**config.mk**
```make
export PLATFORM = sky130hd
export DESIGN_NAME = cmp16_arbiter
export DESIGN_NICKNAME = d
export VERILOG_FILES = /design/src/rtl/cmp16_pkg.sv /design/src/rtl/cmp16_core.sv /design/src/rtl/cmp16_arbiter.sv
export SDC_FILE = /design/constraint.sdc
export NUM_CORES = 1
export LEC_CHECK = 0
export ABC_CLOCK_PERIOD_IN_PS = 4200
export BUFFER_PORTS_ARGS = -buffer_cell sky130_fd_sc_hd__buf_2
export CAP_MARGIN = 20
export CORE_UTILIZATION = 35
export DETAILED_ROUTE_END_ITERATION = 6
export PLACE_DENSITY_LB_ADDON = 0.05
export SLEW_MARGIN = 20
export SYNTH_ARGS = -nofsm -noshare
export SYNTH_HDL_FRONTEND = slang
export SYNTH_SLANG_ARGS = --single-unit
```
**constraint.sdc**
```tcl
create_clock -name clk -period 4.2 [get_ports clk]
set_input_delay 0.84 -clock clk [delete_from_list [all_inputs] [get_ports clk]]
set_output_delay 0.84 -clock clk [all_outputs]
set_load 0.02 [all_outputs]
```
**src/rtl/cmp16_pkg.sv**
```systemverilog
// Shared types for the comparator arbiter: FSM encoding, operand width and
// the three-flag compare result.
package cmp16_pkg;

  localparam int DATA_W = 16;

  typedef enum logic [1:0] {
    IDLE = 2'd0,
    CMP  = 2'd1,
    RESP = 2'd2
  } state_t;

  typedef struct packed {
    logic eq;
    logic gt;
    logic lt;
  } cmp_res_t;

endpackage

```
**src/rtl/cmp16_core.sv**
```systemverilog
// Combinational 16-bit magnitude comparator producing a one-hot eq/gt/lt
// result, unsigned or two's complement depending on SIGNED.
module cmp16_core
  import cmp16_pkg::*;
#(
  parameter bit SIGNED = 1'b0
) (
  input  logic [DATA_W-1:0] a,
  input  logic [DATA_W-1:0] b,
  output cmp_res_t          res
);

  logic [DATA_W-1:0] w_ka;
  logic [DATA_W-1:0] w_kb;

  // Flipping the sign bit maps two's complement order onto unsigned order,
  // so a single unsigned comparator serves both modes.
  assign w_ka = {a[DATA_W-1] ^ SIGNED, a[DATA_W-2:0]};
  assign w_kb = {b[DATA_W-1] ^ SIGNED, b[DATA_W-2:0]};

  always_comb begin
    res    = '0;
    res.eq = (w_ka == w_kb);
    res.gt = (w_ka > w_kb);
    res.lt = (w_ka < w_kb);
  end

endmodule

```
**src/rtl/cmp16_arbiter.sv**
```systemverilog
// Round-robin arbiter that feeds N requesters through one shared 16-bit
// comparator and returns eq/gt/lt with the requester ID on a response channel.
module cmp16_arbiter
  import cmp16_pkg::*;
#(
  parameter int N      = 4,
  parameter int IDW    = 2,
  parameter int SIGNED = 0
) (
  input  logic                clk,
  input  logic                rst_n,
  input  logic [N-1:0]        req_valid,
  input  logic [DATA_W*N-1:0] req_a,
  input  logic [DATA_W*N-1:0] req_b,
  output logic [N-1:0]        req_ready,
  output logic                rsp_valid,
  input  logic                rsp_ready,
  output logic [IDW-1:0]      rsp_id,
  output logic                rsp_eq,
  output logic                rsp_gt,
  output logic                rsp_lt,
  output logic                busy
);

  state_t            r_state;
  logic [IDW-1:0]    r_rr_ptr;
  logic [IDW-1:0]    r_gnt_id;
  logic [DATA_W-1:0] r_op_a;
  logic [DATA_W-1:0] r_op_b;
  logic              r_rsp_valid;
  logic [IDW-1:0]    r_rsp_id;
  cmp_res_t          r_res;

  logic [DATA_W-1:0] w_a [N];
  logic [DATA_W-1:0] w_b [N];
  logic [N-1:0]      w_grant;
  logic [IDW-1:0]    w_gnt_idx;
  logic [IDW:0]      w_sum;
  logic              w_found;
  logic [IDW-1:0]    w_next_ptr;
  cmp_res_t          w_core_res;

  for (genvar gi = 0; gi < N; gi++) begin : g_unpack
    assign w_a[gi] = req_a[DATA_W*gi +: DATA_W];
    assign w_b[gi] = req_b[DATA_W*gi +: DATA_W];
  end

  // First valid requester at or after rr_ptr, wrapping modulo N.
  always_comb begin
    w_grant   = '0;
    w_gnt_idx = '0;
    w_found   = 1'b0;
    w_sum     = '0;
    for (int k = 0; k < N; k++) begin
      w_sum = {1'b0, r_rr_ptr} + (IDW+1)'(k);
      if (w_sum >= (IDW+1)'(N)) begin
        w_sum = w_sum - (IDW+1)'(N);
      end
      if (!w_found && req_valid[w_sum[IDW-1:0]]) begin
        w_found   = 1'b1;
        w_gnt_idx = w_sum[IDW-1:0];
      end
    end
    if (w_found) begin
      w_grant[w_gnt_idx] = 1'b1;
    end
  end

  assign w_next_ptr = (w_gnt_idx == IDW'(N-1)) ? '0 : w_gnt_idx + 1'b1;
  assign req_ready  = (rst_n && r_state == IDLE) ? w_grant : '0;

  cmp16_core #(
    .SIGNED (SIGNED != 0)
  ) u_core (
    .a   (r_op_a),
    .b   (r_op_b),
    .res (w_core_res)
  );

  always_ff @(posedge clk) begin
    if (!rst_n) begin
      r_state     <= IDLE;
      r_rr_ptr    <= '0;
      r_gnt_id    <= '0;
      r_op_a      <= '0;
      r_op_b      <= '0;
      r_rsp_valid <= 1'b0;
      r_rsp_id    <= '0;
      r_res       <= '0;
    end else begin
      case (r_state)
        IDLE: begin
          if (w_found) begin
            r_op_a   <= w_a[w_gnt_idx];
            r_op_b   <= w_b[w_gnt_idx];
            r_gnt_id <= w_gnt_idx;
            r_rr_ptr <= w_next_ptr;
            r_state  <= CMP;
          end
        end
        CMP: begin
          r_res       <= w_core_res;
          r_rsp_id    <= r_gnt_id;
          r_rsp_valid <= 1'b1;
          r_state     <= RESP;
        end
        RESP: begin
          // rsp_id is left holding the last ID; only valid and flags clear.
          if (rsp_ready) begin
            r_rsp_valid <= 1'b0;
            r_res       <= '0;
            r_state     <= IDLE;
          end
        end
        default: r_state <= IDLE;
      endcase
    end
  end

  assign rsp_valid = r_rsp_valid;
  assign rsp_id    = r_rsp_id;
  assign rsp_eq    = r_res.eq;
  assign rsp_gt    = r_res.gt;
  assign rsp_lt    = r_res.lt;
  assign busy      = (r_state != IDLE);

endmodule

```
==> results of run 1 <==
flip-flops by register name, summed over array words and instances (netlist names):
signal	cells
r_gnt_id	2
r_op_a	16
r_op_b	16
r_rr_ptr	2
r_state	2
rsp_eq	1
rsp_gt	1
rsp_id	2
rsp_lt	1
rsp_valid	1
cell usage in the layout, fill, tap and decap left out, types with 2 or more instances in the layout:
| cell type | instances |
|---|---|
| a211o_1 | 32 |
| a211oi_1 | 2 |
| a21boi_0 | 2 |
| a21o_1 | 3 |
| a21oi_1 | 7 |
| and2_1 | 6 |
| buf_2 | 145 |
| buf_4 | 7 |
| clkbuf_8 | 5 |
| dfxtp_1 | 44 |
| ha_1 | 20 |
| inv_1 | 19 |
| mux2i_1 | 37 |
| nand2_1 | 36 |
| nand2_4 | 2 |
| nand2b_1 | 2 |
| nand3_1 | 34 |
| nand4_1 | 4 |
| nor2_1 | 6 |
| nor2b_1 | 9 |
| nor2b_2 | 2 |
| o211ai_1 | 2 |
| o211ai_2 | 30 |
| o21ai_0 | 36 |
| or4_1 | 2 |
kinds of logic after synthesis:
family                   Yosys count  share of synthesized area
AO/OA/AOI/OAI                    117                     0.2873
adder cells (fa/ha/maj)           20                    0.07463
buffers and inverters             54                    0.08620
flip-flops                        44                     0.2627
multiplexers                      37                     0.1104
AND/OR/NAND/NOR                  112                     0.1787
power groups by stage:
stage / clock, uW / sequential (uW) / combinational, uW
floorplan: 0 / 550 / 523
global placement: 0 / 558 / 688
detailed placement: 0 / 557 / 701
CTS: 332 / 548 / 705
global route: 350 / 559 / 781
finish: 319 / 547 / 692
final timing paths:
kind | start | endpoint | slack (ns) | depth (start not counted)
setup reg to reg | r_rr_ptr[0] | r_op_b[11] | 2.07 | 5
hold reg to reg | r_op_b[5] | r_op_b[5] | 0.48 | 2
setup / recovery | req_valid[1] | req_ready[1] | 0.80 | 7
hold / removal | r_op_b[5] | r_op_b[5] | 0.48 | 2
through the flow:
step / std cells / setup slack, ns / total power (uW) / hold slack (ns)
2_1_floorplan: 384 / 1.251 / 1074 / 0.4410
3_3_place_gp: 631 / 0.8259 / 1246 / 0.4568
3_5_place_dp: 631 / 0.8023 / 1258 / 0.4641
4_1_cts: 639 / 0.7939 / 1586 / 0.4838
5_1_grt: 639 / 0.6810 / 1689 / 0.5065
6_report: 639 / 0.7992 / 1558 / 0.4792
worst register-to-register path, delay by kind of cell, from the launching register on:
kind	cells	cell delay, ns
AOI/OAI and AO/OA	2	0.27
and+or+nand+nor	3	1.33
DFF	1	0.39
layer usage:
metal	share of wire	vias up	global-route usage	wire, um
li1	-	1653	-	-
met1	0.47	1425	0.2439	4251
met2	0.46	108	0.3204	4138
met3	0.060	12	0.03552	545
met4	0.014	0	0.04638	124
met5	0	-	0	0
final cells by class:
cell class / instances / area [sq um] / area share
Clock buffer: 6 / 72.57 / 0.01732
Multi-Input combinational cell: 286 / 2185 / 0.5214
Sequential cell: 44 / 880.8 / 0.2102
Clock inverter: 2 / 35.03 / 0.008361
Inverter: 20 / 77.57 / 0.01851
Tap cell: 129 / 161.4 / 0.03852
Timing Repair Buffer: 152 / 778.2 / 0.1857
==> impl_metrics.env, run 1 <==
export IMPL_synth_top_cell_by_area="dfxtp_1"
export IMPL_drt_iter0_markers=85
export IMPL_ys_types=38
export IMPL_finalSetupViolCount=0
export IMPL_hold_path_class="reg2reg"
export IMPL_drive_above_1_share=0.3882
export IMPL_status="completed"
export IMPL_maxSlewViolCount=0
export IMPL_fin_crit_sh=0.8097
export IMPL_power_switching_uw=581.9
export IMPL_grt_pass1_vias=3170
export IMPL_htree_levels=2
export IMPL_core_rowCount=35
export IMPL_p_clk_frac=0.205
export IMPL_switching_share=0.3735
export IMPL_slowest_delay_ns=0.51
export IMPL_syn_nets=539
export IMPL_nets=664
export IMPL_hold_viol=0
export IMPL_die_w_um=99.88
export IMPL_ys_flop_type="dfxtp_1"
export IMPL_dr_pass1_iters=4
export IMPL_synth_most_common_cell="dfxtp_1"
export IMPL_antenna_found_initial=0
export IMPL_fmax_mhz=294.0
export IMPL_p_leak_uw=0.002077
export IMPL_ys_top_cells_by_area="dfxtp_1, o211ai_2, mux2i_1"
export IMPL_cp_max_fo=33
export IMPL_fillerInstances=975
export IMPL_diodes=0
export IMPL_skew_ns=0.005110
export IMPL_syn_inst=384
export IMPL_track_usage=0.1879
export IMPL_synth_cell_area_sq_um=3353
export IMPL_grt_pass1_wl_mm=15.01
export IMPL_synth_top_area_share=0.2627
export IMPL_grt_ovfl_total=0
export IMPL_syn_avg_cell_area_sq_um=8.732
export IMPL_cts_setup_buffers=0
export IMPL_p_int_uw=976.2
export IMPL_ys_async_sr_fraction=0
export IMPL_clock_root_buffer="clkbuf_8"
export IMPL_drc=0
export IMPL_die_area_sq_um=9976
export IMPL_cp_top_family="simple AND/OR/NAND/NOR gates"
export IMPL_fin_tns_setup_ns=0
export IMPL_insertion_delay_ns=0.29
export IMPL_core_sq_um=9240
export IMPL_drv_cap=0
export IMPL_dpl_hpwl_mm=6.693
export IMPL_worst_pin_slew_ns=0.6400
export IMPL_synth_seq_area_share=0.2627
export IMPL_die_h_um=99.88
export IMPL_cts_sinks=44
export IMPL_startpoint_type="primary input"
export IMPL_maxSlewHeadroom=0.5733
export IMPL_drt_total_wl_mm=9.059
export IMPL_via_per_inst=5.005
export IMPL_endpoint_kind="output port"
export IMPL_power_frac_seq=0.351
export IMPL_ys_warn_count=0
export IMPL_fin_area_sq_um=4190
export IMPL_fin_crit_ns=3.401
export IMPL_rsz0062_at_grt="no"
export IMPL_path_buf_inv=3
export IMPL_required_ns=3.36
export IMPL_gp_congestion=0.7612
export IMPL_synth_seq_cells=44
export IMPL_synth_common_cells="dfxtp_1, mux2i_1, nand2_1, o21ai_0, nand3_1"
export IMPL_port_buffers=145
export IMPL_power_density_nw_per_um2=371.8
export IMPL_cts_path_max_buffers=2
export IMPL_synth_edf_count=0
export IMPL_syn2layout_area_growth_pct=24.96
export IMPL_post_dp_cell_area_sq_um=4081
export IMPL_cts_buffers_inserted=5
export IMPL_final_core_util=0.4535
export IMPL_grt_max_degree=38
export IMPL_crit_path_top_delay_cell="or4_1"
export IMPL_clk_pin_slew_ns=0.08
export IMPL_cts_hold_buf=0
export IMPL_power_frac_comb=0.444
export IMPL_cts_tree="done"
export IMPL_irDropWorstVdd_v=0.0001335
export IMPL_path_cells="buf_2 -> or4_1 -> and2_1 -> nand2_4 -> inv_4 -> and2_1 -> buf_2"
export IMPL_wl_per_cell_um=14.18
export IMPL_path_class="in2out"
export IMPL_ant_nets=0
export IMPL_arrival_ns=2.56
export IMPL_start_util=0.3629
export IMPL_cts_resized=0
export IMPL_vias=3198
export IMPL_ios=146
Note: power is estimated with default switching activity, not from simulation.
==> inputs of run 2 (changes only) <==
--- a/config.mk
+++ b/config.mk
@@ -5,7 +5,7 @@
 export SDC_FILE = /design/constraint.sdc
 export NUM_CORES = 1
 export LEC_CHECK = 0
-export ABC_CLOCK_PERIOD_IN_PS = 4200
+export ABC_CLOCK_PERIOD_IN_PS = 2800
 export BUFFER_PORTS_ARGS = -buffer_cell sky130_fd_sc_hd__buf_2
 export CAP_MARGIN = 20
 export CORE_UTILIZATION = 35
==> constraint.sdc (replaced) <==
create_clock -name clk -period 2.8 [get_ports clk]
set_input_delay 0.56 -clock clk [delete_from_list [all_inputs] [get_ports clk]]
set_output_delay 0.56 -clock clk [all_outputs]
set_load 0.02 [all_outputs]
==> impl_metrics.env, run 2 (synthesis gave the netlist of run 1 again) <==
export IMPL_power_frac_seq=0.340
export IMPL_die_area_sq_um=9976
export IMPL_fin_tns_setup_ns=0
export IMPL_drt_iter0_markers=91
export IMPL_holdPathStages=2
export IMPL_fmax_mhz=397.3
export IMPL_wl_per_cell_um=14.43
export IMPL_cts_tree="done"
export IMPL_gp_congestion=0.7539
export IMPL_cts_path_max_buffers=2
export IMPL_reg2reg_to="rsp_gt"
export IMPL_grt_max_degree=33
export IMPL_core_sq_um=9240
export IMPL_die_w_um=99.88
export IMPL_crit_path_start="r_rr_ptr[1]"
export IMPL_antenna_found_initial=0
export IMPL_top_layer_used="met4"
export IMPL_dr_pass1_iters=4
export IMPL_drv_cap=0
export IMPL_path_cells="a21o_1 -> a21boi_0 -> o22a_1 -> inv_1 -> ha_1 -> and2_1 -> buf_2"
export IMPL_worst_pin_slew_ns=0.5877
export IMPL_power_switching_uw=887.3
export IMPL_cp_top_family="compound AO/OA/AOI/OAI gates"
export IMPL_status="completed"
export IMPL_whs_endpoint="rsp_valid"
export IMPL_reg_top3="r_op_a (16), r_op_b (16)"
export IMPL_power_frac_comb=0.442
export IMPL_grt_pass1_wl_mm=15.19
export IMPL_path_buf_inv=2
export IMPL_required_ns=2.24
export IMPL_cts_resized=0
export IMPL_ant_nets=0
export IMPL_final_core_util=0.4651
export IMPL_crit_path_top_delay_cell="dfxtp_1"
export IMPL_clock_root_buffer="clkbuf_8"
export IMPL_port_buffers=145
export IMPL_fin_crit_sh=0.8990
export IMPL_cp_max_fo=7
export IMPL_p_int_uw=1541
export IMPL_die_h_um=99.88
export IMPL_start_util=0.3629
export IMPL_p_clk_frac=0.218
export IMPL_layout_common_cells="buf_2, dfxtp_1, mux2i_1"
export IMPL_via_per_inst=5.046
export IMPL_endpoint_kind="output port"
export IMPL_path_class="reg2out"
export IMPL_r2r_slack_ns=0.94
export IMPL_maxSlewViolCount=0
export IMPL_vias=3260
export IMPL_layout_commonest_cell="buf_2"
export IMPL_drive_above_1_share=0.3965
export IMPL_insertion_delay_ns=0.29
export IMPL_power_density_nw_per_um2=565.0
export IMPL_maxSlewHeadroom=0.6074
export IMPL_startpoint_type="flop"
export IMPL_instances_no_fill=646
export IMPL_cts_sinks=44
export IMPL_fin_ws_ns=0.2829
export IMPL_switching_share=0.3654
export IMPL_wl_met2_mm=4.242
export IMPL_skew_ns=0.01019
export IMPL_rsz0062_at_grt="no"
export IMPL_wl_met1_mm=4.542
export IMPL_irDropWorstVdd_v=0.0002028
export IMPL_ios=146
export IMPL_cts_buffers_inserted=5
export IMPL_drt_total_wl_mm=9.319
export IMPL_hold_path_class="reg2reg"
export IMPL_htree_levels=2
export IMPL_drc=0
export IMPL_grt_ovfl_total=0
export IMPL_dpl_hpwl_mm=7.083
export IMPL_finalSetupViolCount=0
export IMPL_grt_pass1_vias=3081
export IMPL_fin_crit_ns=2.517
export IMPL_hold_viol=0
export IMPL_slowest_delay_ns=0.40
export IMPL_diodes=0
export IMPL_cts_setup_buffers=0
export IMPL_fin_hold_ws_ns=0.4707
export IMPL_clk_pin_slew_ns=0.09
export IMPL_dp_cells=638
export IMPL_reg2regPathDepth=7
export IMPL_nets=671
export IMPL_syn2layout_area_growth_pct=28.17
export IMPL_arrival_ns=1.96
export IMPL_cts_hold_buf=0
export IMPL_track_usage=0.1912
export IMPL_min_delay_start="rsp_valid"
export IMPL_core_rowCount=35
export IMPL_p_leak_uw=0.002133
export IMPL_reg2reg_from="r_op_b[15]"
export IMPL_met3_length_um=488
export IMPL_pre_cts_ws_ns=0.3040
[run 2: cell count changes in the layout (fill, tap and decap cells not counted), sizes merged]
| cell | change |
|---|---|
| clkbuf | +1 |
| clkinv | -1 |
| buf | +7 |
[run 2: final cells by class]
type | instances | area, sq um
Multi-Input combinational cell | 286 | 2183
Clock inverter | 1 | 30.03
Fill cell | 950 | 4942
Inverter | 20 | 77.57
Timing Repair Buffer | 159 | 868.3
Clock buffer | 7 | 96.34
Tap cell | 129 | 161.4
Sequential cell | 44 | 880.8
[run 2: metal layers]
layer / up-vias / GRT usage
li1: 1665 / -
met1: 1495 / 0.2549
met2: 98 / 0.3215
met3: 2 / 0.03830
met4: 0 / 0.03507
met5: - / 0
[run 2: how the worst max path moves through the flow]
stage | depth (start not counted) | to
finish | 7 | req_ready[1]
CTS | 7 | req_ready[1]
global route | 7 | req_ready[1]
global placement | 8 | req_ready[0]
detailed placement | 8 | req_ready[1]
floorplan | 7 | req_ready[2]
[run 2: worst reg2reg max path, delay by kind of cell, from the launching register on]
kind / cells / cell delay [ns]
buffers and inverters: 1 / 0.05
AND/OR/NAND/NOR: 3 / 0.71
adder cells (fa/ha/maj): 1 / 0.31
AO/OA/AOI/OAI: 2 / 0.34
flip-flops: 1 / 0.35
[run 2: power by group through the flow]
stage               clock network, uW  registers [uW]  logic [uW]
floorplan                           0             826         785
global placement                    0             838        1070
detailed placement                  0             839        1090
CTS                               547             827        1090
global route                      579             841        1200
finish                            529             825        1070
[run 2: per-stage QoR]
step	instance area, sq um	total power, uW
final	4298	2428
after global routing	4298	2624
after CTS	4298	2463
after floorplan	3353	1611
after detailed placement	4172	1925
after global placement	4172	1911
